--- src/rtl/pkt_dec_if.sv ---
// Link-side byte stream plus canvas-side point handshake and error reporting for pkt_dec.
// The master side is the link/canvas environment, and the slave side is the decoder.
interface pkt_dec_if;
  logic [7:0] pkt_in;
  logic       pkt_valid_in;
  logic       pkt_ready_out;
  logic [8:0] x_out;
  logic [7:0] y_out;
  logic [2:0] color_out;
  logic       draw_valid_out;
  logic       draw_ready_in;
  logic       err_out;
  logic [1:0] err_code_out;
  logic [7:0] err_count_out;

  modport master (
    output pkt_in, pkt_valid_in, draw_ready_in,
    input  pkt_ready_out, x_out, y_out, color_out, draw_valid_out,
           err_out, err_code_out, err_count_out
  );

  modport slave (
    input  pkt_in, pkt_valid_in, draw_ready_in,
    output pkt_ready_out, x_out, y_out, color_out, draw_valid_out,
           err_out, err_code_out, err_count_out
  );
endinterface

--- src/rtl/pkt_dec.sv ---
// Reassembles 3-byte draw frames into (x, y, color) points. draw_valid_out rises 1 cycle after the last byte.
// The input stalls (pkt_ready_out=0) while a point waits for draw_ready_in.
module pkt_dec #(
  parameter int X_MAX          = 320,
  parameter int Y_MAX          = 240,
  parameter int TIMEOUT_CYCLES = 1024
) (
  input  logic     clk_in,
  input  logic     rst_in,
  pkt_dec_if.slave bus
);

  typedef enum logic [1:0] {HDR, XLO, YB, HOLD} state_t;

  typedef struct packed {
    logic [8:0] x;
    logic [7:0] y;
    logic [2:0] color;
  } point_t;

  localparam logic [1:0] ERR_HDR     = 2'b01;
  localparam logic [1:0] ERR_RANGE   = 2'b10;
  localparam logic [1:0] ERR_TIMEOUT = 2'b11;

  // The idle count never exceeds TIMEOUT_CYCLES-1, because it fires on the step that would reach the limit.
  localparam int                IDLE_W    = (TIMEOUT_CYCLES > 1) ? $clog2(TIMEOUT_CYCLES) : 1;
  localparam bit                TO_EN     = (TIMEOUT_CYCLES > 0);
  localparam logic [IDLE_W-1:0] IDLE_LAST = IDLE_W'(TO_EN ? TIMEOUT_CYCLES - 1 : 0);
  localparam logic [9:0]        X_LIM     = 10'(X_MAX);
  localparam logic [8:0]        Y_LIM     = 9'(Y_MAX);

  state_t              state_q, state_d;
  logic [8:0]          x_pend_q, x_pend_d;
  logic [2:0]          color_pend_q, color_pend_d;
  point_t              pt_q, pt_d;
  logic                draw_vld_q, draw_vld_d;
  logic                err_q, err_d;
  logic [1:0]          err_code_q, err_code_d;
  logic [7:0]          err_cnt_q, err_cnt_d;
  logic [IDLE_W-1:0]   idle_q, idle_d;

  logic                acc;
  logic                in_frame;
  logic                timeout;
  logic                rej;
  logic [1:0]          rej_code;

  assign bus.pkt_ready_out  = ~rst_in & (state_q != HOLD);
  assign bus.x_out          = pt_q.x;
  assign bus.y_out          = pt_q.y;
  assign bus.color_out      = pt_q.color;
  assign bus.draw_valid_out = draw_vld_q;
  assign bus.err_out        = err_q;
  assign bus.err_code_out   = err_code_q;
  assign bus.err_count_out  = err_cnt_q;

  always_comb begin
    state_d      = state_q;
    x_pend_d     = x_pend_q;
    color_pend_d = color_pend_q;
    pt_d         = pt_q;
    draw_vld_d   = draw_vld_q;
    err_d        = 1'b0;
    err_code_d   = err_code_q;
    err_cnt_d    = err_cnt_q;
    idle_d       = '0;
    rej          = 1'b0;
    rej_code     = ERR_HDR;

    acc      = bus.pkt_valid_in & bus.pkt_ready_out;
    in_frame = (state_q == XLO) || (state_q == YB);
    // A byte landing on the expiry cycle wins over the timeout.
    timeout  = TO_EN && in_frame && !acc && (idle_q == IDLE_LAST);

    unique case (state_q)
      HDR: begin
        if (acc) begin
          if (bus.pkt_in[3:0] == 4'b0000) begin
            x_pend_d[8]  = bus.pkt_in[7];
            color_pend_d = bus.pkt_in[6:4];
            state_d      = XLO;
          end else begin
            rej      = 1'b1;
            rej_code = ERR_HDR;
          end
        end
      end
      XLO: begin
        if (acc) begin
          x_pend_d[7:0] = bus.pkt_in;
          state_d       = YB;
        end else if (timeout) begin
          rej      = 1'b1;
          rej_code = ERR_TIMEOUT;
          state_d  = HDR;
        end
      end
      YB: begin
        if (acc) begin
          if (({1'b0, x_pend_q} >= X_LIM) || ({1'b0, bus.pkt_in} >= Y_LIM)) begin
            rej      = 1'b1;
            rej_code = ERR_RANGE;
            state_d  = HDR;
          end else begin
            pt_d       = '{x: x_pend_q, y: bus.pkt_in, color: color_pend_q};
            draw_vld_d = 1'b1;
            state_d    = HOLD;
          end
        end else if (timeout) begin
          rej      = 1'b1;
          rej_code = ERR_TIMEOUT;
          state_d  = HDR;
        end
      end
      HOLD: begin
        if (bus.draw_ready_in) begin
          draw_vld_d = 1'b0;
          state_d    = HDR;
        end
      end
      default: state_d = HDR;
    endcase

    if (rej) begin
      err_d      = 1'b1;
      err_code_d = rej_code;
      if (err_cnt_q != 8'hFF) begin
        err_cnt_d = err_cnt_q + 8'd1;
      end
    end

    // Count only idle cycles spent waiting inside a frame. Any accept or state change restarts the count.
    if (TO_EN && in_frame && !acc && (state_d == state_q)) begin
      idle_d = idle_q + 1'b1;
    end
  end

  always_ff @(posedge clk_in) begin
    if (rst_in) begin
      state_q      <= HDR;
      x_pend_q     <= '0;
      color_pend_q <= '0;
      pt_q         <= '0;
      draw_vld_q   <= 1'b0;
      err_q        <= 1'b0;
      err_code_q   <= 2'b00;
      err_cnt_q    <= '0;
      idle_q       <= '0;
    end else begin
      state_q      <= state_d;
      x_pend_q     <= x_pend_d;
      color_pend_q <= color_pend_d;
      pt_q         <= pt_d;
      draw_vld_q   <= draw_vld_d;
      err_q        <= err_d;
      err_code_q   <= err_code_d;
      err_cnt_q    <= err_cnt_d;
      idle_q       <= idle_d;
    end
  end

endmodule

--- src/flat_wrapper.sv ---
// flat-port wrapper written by rule: the top's interface ports become plain ports
module pkt_dec_flat 
#(
  parameter int X_MAX          = 320,
  parameter int Y_MAX          = 240,
  parameter int TIMEOUT_CYCLES = 1024
)
  (clk_in, rst_in, bus_pkt_in, bus_pkt_valid_in, bus_draw_ready_in, bus_pkt_ready_out, bus_x_out, bus_y_out, bus_color_out, bus_draw_valid_out, bus_err_out, bus_err_code_out, bus_err_count_out);
  pkt_dec_if bus_i ();
  input  logic clk_in;
  input  logic rst_in;
  input wire logic [$bits(bus_i.pkt_in)-1:0] bus_pkt_in;
  input wire logic [$bits(bus_i.pkt_valid_in)-1:0] bus_pkt_valid_in;
  input wire logic [$bits(bus_i.draw_ready_in)-1:0] bus_draw_ready_in;
  output wire logic [$bits(bus_i.pkt_ready_out)-1:0] bus_pkt_ready_out;
  output wire logic [$bits(bus_i.x_out)-1:0] bus_x_out;
  output wire logic [$bits(bus_i.y_out)-1:0] bus_y_out;
  output wire logic [$bits(bus_i.color_out)-1:0] bus_color_out;
  output wire logic [$bits(bus_i.draw_valid_out)-1:0] bus_draw_valid_out;
  output wire logic [$bits(bus_i.err_out)-1:0] bus_err_out;
  output wire logic [$bits(bus_i.err_code_out)-1:0] bus_err_code_out;
  output wire logic [$bits(bus_i.err_count_out)-1:0] bus_err_count_out;
  assign bus_i.pkt_in = bus_pkt_in;
  assign bus_i.pkt_valid_in = bus_pkt_valid_in;
  assign bus_i.draw_ready_in = bus_draw_ready_in;
  assign bus_pkt_ready_out = bus_i.pkt_ready_out;
  assign bus_x_out = bus_i.x_out;
  assign bus_y_out = bus_i.y_out;
  assign bus_color_out = bus_i.color_out;
  assign bus_draw_valid_out = bus_i.draw_valid_out;
  assign bus_err_out = bus_i.err_out;
  assign bus_err_code_out = bus_i.err_code_out;
  assign bus_err_count_out = bus_i.err_count_out;
  pkt_dec #(.X_MAX(X_MAX), .Y_MAX(Y_MAX), .TIMEOUT_CYCLES(TIMEOUT_CYCLES)) u_core (.clk_in(clk_in), .rst_in(rst_in), .bus(bus_i));
endmodule
--- config.mk ---
export PLATFORM = sky130hd
export DESIGN_NAME = pkt_dec_flat
export DESIGN_NICKNAME = d
export VERILOG_FILES = /design/src/rtl/pkt_dec_if.sv /design/src/rtl/pkt_dec.sv /design/src/flat_wrapper.sv
export SDC_FILE = /design/constraint.sdc
export NUM_CORES = 1
export LEC_CHECK = 0
export CAP_MARGIN = 15
export CORE_UTILIZATION = 52
export DETAILED_ROUTE_END_ITERATION = 12
export PLACE_DENSITY_LB_ADDON = 0.08
export SYNTH_ARGS = -nofsm -noshare
export SYNTH_HDL_FRONTEND = slang
export SYNTH_SLANG_ARGS = --single-unit
--- constraint.sdc ---
create_clock -name clk_in -period 3.3 [get_ports clk_in]
set_input_delay 0.99 -clock clk_in [delete_from_list [all_inputs] [get_ports clk_in]]
set_output_delay 0.99 -clock clk_in [all_outputs]
set_load 0.05 [all_outputs]
**Yosys cells after proc, flatten, opt, wreduce, memory -nomap -nowiden**

Cells that the tools add are included.

- Register bits after elaboration: 56
- Bits of input ports: 12
- Output and inout bits: 33
- Logic and storage cells: 71

- Add/sub/neg operators: 2
- $lt $le $gt $ge: 2
- Equal/unequal tests: 10
- Muxes and demuxes: 25
- Bitwise gates (word level): 5
- Reductions and logical operators: 15

Operators by type and width:

| cell | number |
|---|---|
| two-way mux 2 bit | 11 |
| adder 10 x 1 -> 10 bit (second input constant) | 1 |
| == test 10 bit (second input constant) | 1 |
| two-way mux 1 bit | 10 |
| greater-or-equal comparator 9 bit (second input constant) | 1 |
| adder 8 x 1 -> 8 bit (second input constant) | 1 |
| greater-or-equal comparator 8 bit (second input constant) | 1 |
| inequality test 8 bit (second input constant) | 1 |
| one-hot mux 2 bit (4 select lines) | 1 |
| inequality test 2 bit (second input constant) | 3 |
| AND reduction 3 bit | 2 |
| == test 2 bit (second input constant) | 2 |
| zero test 4 bit | 1 |
| one-hot mux 2 bit (2 select lines) | 1 |
| AND reduction 2 bit | 2 |
| AND reduction 4 bit | 1 |
| logical AND 1 bit | 3 |
| NOT 1 bit | 3 |
| one-hot mux 1 bit (3 select lines) | 1 |
| bitwise AND 1 bit | 2 |
| == test 2 x 1 -> 1 bit (second input constant) | 1 |
| == test 2 bit | 1 |
| zero test 2 bit | 1 |
| logical OR 1 bit | 2 |
| other kinds (5) | 5 |

**Longest topological paths before layout**

Gate-level depths: netlist of the first run.

- Depth in word-level cells: 13
- Gate-level depth with buffers: 9
- Mapped depth without buffers: 7

**Least setup slack after synthesis of the first run**

OpenSTA, ideal clock, no wires.

- Path type: input to output
- From: input port rst_in
- To: output port bus_pkt_ready_out
- Arrival time: 1962 ps
- Data required time: 2310 ps
- Slack: 348 ps
- Stages: 3
- Path buffers: 2
- Cells stage by stage: buf_6 > clkbuf_1 > nor2_1

- Word-level cells in the longest chain between the ends: 2

RTL lines:

| element | line | text |
|---|---|---|
| start, declared | flat_wrapper.sv:11 | `input logic rst_in;` |
| NOT 1 bit | pkt_dec.sv:48 | `assign bus.pkt_ready_out = ~rst_in & (state_q != HOLD);` |
| bitwise AND 1 bit | pkt_dec.sv:48 |  |
| end, declared | flat_wrapper.sv:15 | `output wire logic [$bits(bus_i.pkt_ready_out)-1:0] bus_pkt_ready_out;` |

No other way between the ends.

**Final worst setup path of the first run**

Same ends and word-level chain as after synthesis.

==> out/metrics.cfg, run 1 <==
[worst_setup_path]
r2r_setup_slack_ns = 0.81
ff2ff_path_depth = 7
r2r-end = u_core.bus.err_count_out[7]
path_max_fanout = 5
start_kind = primary input
cp-end-kind = output port
r2r_start = u_core.state_q[0]
cp.required_ns = 2.31
path_class = in -> out
arrival_ns = 1.99

[synthesis]
synth.net_count = 308
synthFlopType = dfxtp_1
synth.distinct_cells = 46
syn_area_mm2 = 0.00251
synth_seq_area_share_pct = 44.6
ys_warn_count = 0
synth_seq_cells = 56
avgSynthCellArea_um2 = 8.69
syn_inst = 289
synth-async-reset-ratio_pct = 0
synth_edf_count = 0

[timing]
setup_slack_ns = 0.323
fin_hold_ws_ns = 0.458
setup_viol = 0
hold_viol_final = 0
rsz0062_at_grt = false
period_needed_ns = 2.98
fin_tns_setup_ns = 0
slew_headroom_pct = 65.5
maxSlewViolCount = 0
clock_skew_ns = 0.00693
post-route-period-util_pct = 90.2
tightest_slew_ns = 0.516
max_clock_freq_mhz = 336

[floorplan]
rows = 24
pin_count = 45
die_w_um = 71.5
core-area_mm2 = 0.00450
initial_core_util_pct = 55.7
die-area_mm2 = 0.00511
die_h_um = 71.5

[cts]
clk_pin_slew_ns = 0.10
post_cts_buffers = 0
cts_sinks = 56
cts_resized = 0
ctsHoldBuffers = 0
cts.htree.levels = 2
clock_path_buffers = 2
clock_latency_ns = 0.31
cts_tree = built
cts_buffers = 5
cts_root_buf = clkbuf_8

[placement]
gp_congestion = 0.907
dp_cells = 382
io_buffers = 44
hpwl_mm = 3.88
pre_cts_slack_ns = 0.0923

[outcome]
status = finished clean

[final_layout]
antenna_cells = 0
area_growth_pct = 23.9
finalNetCount = 356
final_cell_mix = nand2_1, dfxtp_1, clkdlybuf4s50_1
mostFrequentLayoutCell = nand2_1
final_core_util_pct = 69.1
drive_gt1_share_pct = 9.76
fin_cells = 390
fillers = 396

[drt]
wl_mm = 5.57
route.detailed.drc = 0
vias = 2188
drtPass1Iterations = 4
dr.first_iter.drc_count = 151
wl_per_cell_um = 14.3
drtAntennaViolNets = 0
vias_per_cell = 5.61

[global_routing]
grt_pass1_vias = 1959
antenna_found_initial = 0
grt_max_degree = 44
grt_first_pass_wirelength_mm = 9.36
grt_overflow_total = 0
grt_usage_pct = 23.1

[hold_path]
min_path_type = reg -> reg
holdPathStages = 2
worstHoldEndpoint = u_core.bus.x_out[5]
worstHoldStart = u_core.bus.x_out[5]

[power_and_ir_drop]
powerDensity_mw_per_mm2 = 365
leakagePower_nw = 1.04
irDropWorstVdd_mv = 0.264

[job]
maxCapViolations = 0

## per-stage QoR
| stage | instance area (um^2) | power [W] |
|---|---|---|
| 3_5_place_dp | 3020 | 0.000776 |
| 3_3_place_gp | 3020 | 0.000775 |
| 2_1_floorplan | 2510 | 0.000740 |
| 5_1_grt | 3110 | 0.00117 |
| 6_report | 3110 | 0.00114 |
| 4_1_cts | 3110 | 0.00114 |
## how the worst max path moves through the flow
stage / from / to / slack, ns / cells past startpoint
global route: rst_in / bus_pkt_ready_out / 0.26 / 3
CTS: rst_in / bus_pkt_ready_out / 0.31 / 3
global placement: rst_in / u_core.bus.err_count_out[3] / 0.15 / 7
detailed placement: rst_in / u_core.bus.err_count_out[7] / 0.09 / 7
floorplan: rst_in / bus_pkt_ready_out / 0.35 / 3
finish: rst_in / bus_pkt_ready_out / 0.32 / 3
## report_power, final
group / switching (W) / internal [W]
Sequential: 0.00000297 / 0.000679
Clock: 0.000225 / 0.000152
Combinational: 0.0000462 / 0.0000327
## metal layers
layer	vias up	track usage, %	routed length, um
met5	-	0	0
met3	5	4.92	273
met4	0	6.32	57
li1	1104	-	-
met2	57	35.1	2550
met1	1022	33.4	2700
## flip-flops by register name, indices dropped and copies added, names as in the netlist
name	cells
u_core.bus.color_out	3
u_core.bus.draw_valid_out	1
u_core.bus.err_code_out	2
u_core.bus.err_count_out	8
u_core.bus.err_out	1
u_core.bus.x_out	9
u_core.bus.y_out	8
u_core.color_pend_q	3
u_core.idle_q	10
u_core.state_q	2
u_core.x_pend_q	9
## area by class of cell
class / count / area (um^2) / area share (%)
flip-flops and latches: 56 / 1120 / 36.0
inverters: 10 / 37.5 / 1.21
clock buffers: 6 / 72.6 / 2.33
multi-input cells: 209 / 1260 / 40.7
repair buffers: 55 / 533 / 17.1
clock inverters: 2 / 16.3 / 0.523
well taps: 52 / 65.1 / 2.09
## worst max-delay path, cell delays in order
cell             delay [ns]
clkdlybuf4s50_1        0.52
nor2_1                 0.30
buf_12                 0.18
## cells in the mapped netlist (all sizes together), types with 4 or more instances
cell type  instances  area, um^2
ha                 7        87.6
buf                5        43.8
or4                5        37.5
nor3              12        60.1
nand4              5        37.5
a21oi             42         210
xnor2              7        61.3
nand2             59         221
clkbuf             9        43.8
nor2              16        60.1
inv               10        37.5
mux2i              4        40.0
dfxtp             56        1120
nand3             12        65.1
o31ai              5        37.5
## kinds of logic (layout without fill, tap and decap cells)
| kind of cell | after synthesis | count (layout) | synth area share (%) |
|---|---|---|---|
| buf+inv | 24 | 73 | 4.98 |
| flops | 56 | 56 | 44.6 |
| xor+xnor | 8 | 8 | 2.79 |
| mux | 4 | 4 | 1.59 |
| fa+ha+maj | 7 | 7 | 3.49 |
| simple gates | 126 | 126 | 25.0 |
| compound gates | 64 | 64 | 17.5 |
(Power assumes the default switching activity.)
==> run 2: changes to the inputs <==
--- a/config.mk
+++ b/config.mk
@@ -8,6 +8,7 @@
 export CAP_MARGIN = 15
 export CORE_UTILIZATION = 52
 export DETAILED_ROUTE_END_ITERATION = 12
+export HOLD_SLACK_MARGIN = 0.12
 export PLACE_DENSITY_LB_ADDON = 0.08
 export SYNTH_ARGS = -nofsm -noshare
 export SYNTH_HDL_FRONTEND = slang
==> results of run 2 <==
Same layout as run 1: the final DEF is identical, and so are final timing and power.
==> edit: new RTL, flow settings as in run 2 <==
Re-encode `state_t` (4 states) as one-hot, 4 bits wide.
--- a/src/rtl/pkt_dec.sv
+++ b/src/rtl/pkt_dec.sv
@@ -10,7 +10,7 @@
   pkt_dec_if.slave bus
 );
 
-  typedef enum logic [1:0] {HDR, XLO, YB, HOLD} state_t;
+  typedef enum logic [3:0] {HDR = 4'b0001, XLO = 4'b0010, YB = 4'b0100, HOLD = 4'b1000} state_t;
 
   typedef struct packed {
     logic [8:0] x;
Formal check against the unedited RTL: no difference found for any inputs over 10 cycles, from zero or initial values and one cycle with rst_in high; not proved beyond that.
==> edit against run 2 <==
  * Sequential share of layout area increased by 1.8 points
  * Clock power is 66% higher
  * Total power grew 23%
  * Worst setup slack improved by 0.074 ns
  * Utilization is 0.95 points higher
  * Sequential cell count rose by 2
  * Routed wire length fell by 19%
  * Final area is 1.3% lower
  * Area after synthesis down 5.1%
  * Critical endpoint is now u_core.bus.err_count_out[7]
  * Clock skew is 0.00080 ns lower
  * Combinational power decreased by 17%
  * Non-clock buffer count fell by 3
==> edit: results (changes against run 2) <==
The number of cell instances on the worst register-to-register path was 6 (was 7); the final RePlAce weighted congestion was 0.731 (was 0.907). The maximum clock skew at final layout is 0.00613 ns (was 0.00693 ns). H-tree depth: 3 (was 2).

The data arrival at the endpoint of the critical path was 3.16 ns (was 1.99 ns). Post-synth top cells: sky130_fd_sc_hd__dfxtp_1 (58), sky130_fd_sc_hd__nor2_1 (50), sky130_fd_sc_hd__mux2i_1 (32) (was sky130_fd_sc_hd__nand2_1 (59), sky130_fd_sc_hd__dfxtp_1 (56), sky130_fd_sc_hd__a21oi_1 (42)). The tools report the number of buffers added by the clock tree synthesis step as 9 (was 5).

The average size of a mapped cell came out at 9.68 um2 (was 8.69 um2). The worst-case setup slack after placement was 0.0437 ns (was 0.0923 ns). The HPWL reported at the end of detailed placement was 3.05 mm (was 3.88 mm). The critical path's top delay family is simple AND/OR/NAND/NOR gates (was buffers and inverters). The XOR/XNOR share of the synthesized area was 3.68% (was 2.79%).

The critical setup path kind was in2reg (was in2out). The run gives 2880 um2 (was 3020 um2) as the cell area reported after detailed placement. The share of synthesized area spent on multiplexers works out to 14.4% (was 1.59%). For the register-to-register path setup slack, the log shows 1.12 ns (was 0.81 ns). Leading cell types by total area after synthesis: sky130_fd_sc_hd__dfxtp_1 (49%), sky130_fd_sc_hd__mux2i_1 (13%), sky130_fd_sc_hd__nor2_1 (7.9%), sky130_fd_sc_hd__a21oi_1 (2.3%), sky130_fd_sc_hd__nand3_1 (2.3%) (was sky130_fd_sc_hd__dfxtp_1 (45%), sky130_fd_sc_hd__nand2_1 (8.8%), sky130_fd_sc_hd__a21oi_1 (8.4%), sky130_fd_sc_hd__ha_1 (3.5%), sky130_fd_sc_hd__xnor2_1 (2.4%)).

The run gives 1.31 nW (was 1.04 nW) as the cell leakage power. The endpoint class of the critical path was a flop (was an output port). The run gives 0.318 mV (was 0.264 mV) as the worst ir drop on vdd. The number of clock sinks seen by CTS came out at 58 (was 56). The minimum period implied by the final worst setup slack works out to 2.90 ns (was 2.98 ns). The via count normalized by instance count is 5.28 (was 5.61), and the global-route wire length before repair is 7.47 mm (was 9.36 mm). The logs give 59 (was 151) for the violation count after the first detailed-route iteration and 333 (was 396) for the number of fill cells in the layout. For the number of vias in the routed layout, the log shows 1864 (was 2188). The logs give 311 (was 356) for the final layout net count and 1721 (was 1959) for the via count of the first global-routing pass.

Max-slew headroom at the worst pin: 56.2% (was 65.5%). Beginning of the worst register-to-register path: u_core.state_q[1] (was u_core.state_q[0]). The register area share after synthesis came out at 48.7% (was 44.6%). The run gives 260 (was 308) as the post-synthesis net count.

The flow ran to the end, and the final reports show no timing, DRC or antenna violations. The adder-cell area share of the yosys netlist was 1.05% (was 3.49%). Highest net fanout along the worst path: 10 (was 5).
edit: cell type report:
| cell class | instances | area, um2 | share of cell area (%) |
|---|---|---|---|
| Clock buffer | 12 | 145 | 4.73 |
| Clock inverter | 3 | 40.0 | 1.30 |
| Inverter | 4 | 15.0 | 0.489 |
| Multi-Input combinational cell | 172 | 1140 | 37.1 |
| Sequential cell | 58 | 1160 | 37.8 |
| Tap cell | 52 | 65.1 | 2.12 |
| Timing Repair Buffer | 52 | 505 | 16.5 |
edit: layer usage:
layer	global-route usage, %	routed length [um]	vias up
met2	29.6	1950	38
met1	24.7	2250	860
met5	0	0	-
met4	10.0	87	0
li1	-	-	958
met3	5.52	240	8
edit: power by group:
group	switching (W)	total, W	leakage, nW	internal, W
logic	0.0000381	0.0000654	0.746	0.0000272
clock network	0.000262	0.000625	0.0962	0.000363
registers	0.00000299	0.000707	0.468	0.000704
total	0.000303	0.00140	1.31	0.00109
edit: worst min path at each step:
| stage | startpoint | endpoint | slack [ns] | cells past startpoint |
|---|---|---|---|---|
| after detailed placement | u_core.bus.err_code_out[0] | u_core.bus.err_code_out[0] | 0.45 | 2 |
| after floorplan | u_core.idle_q[0] | u_core.idle_q[0] | 0.43 | 1 |
| after CTS | u_core.bus.err_code_out[0] | u_core.bus.err_code_out[0] | 0.46 | 2 |
| after global routing | u_core.bus.err_code_out[0] | u_core.bus.err_code_out[0] | 0.48 | 2 |
| after global placement | u_core.idle_q[0] | u_core.idle_q[0] | 0.44 | 1 |
| final | u_core.bus.err_code_out[0] | u_core.bus.err_code_out[0] | 0.45 | 2 |
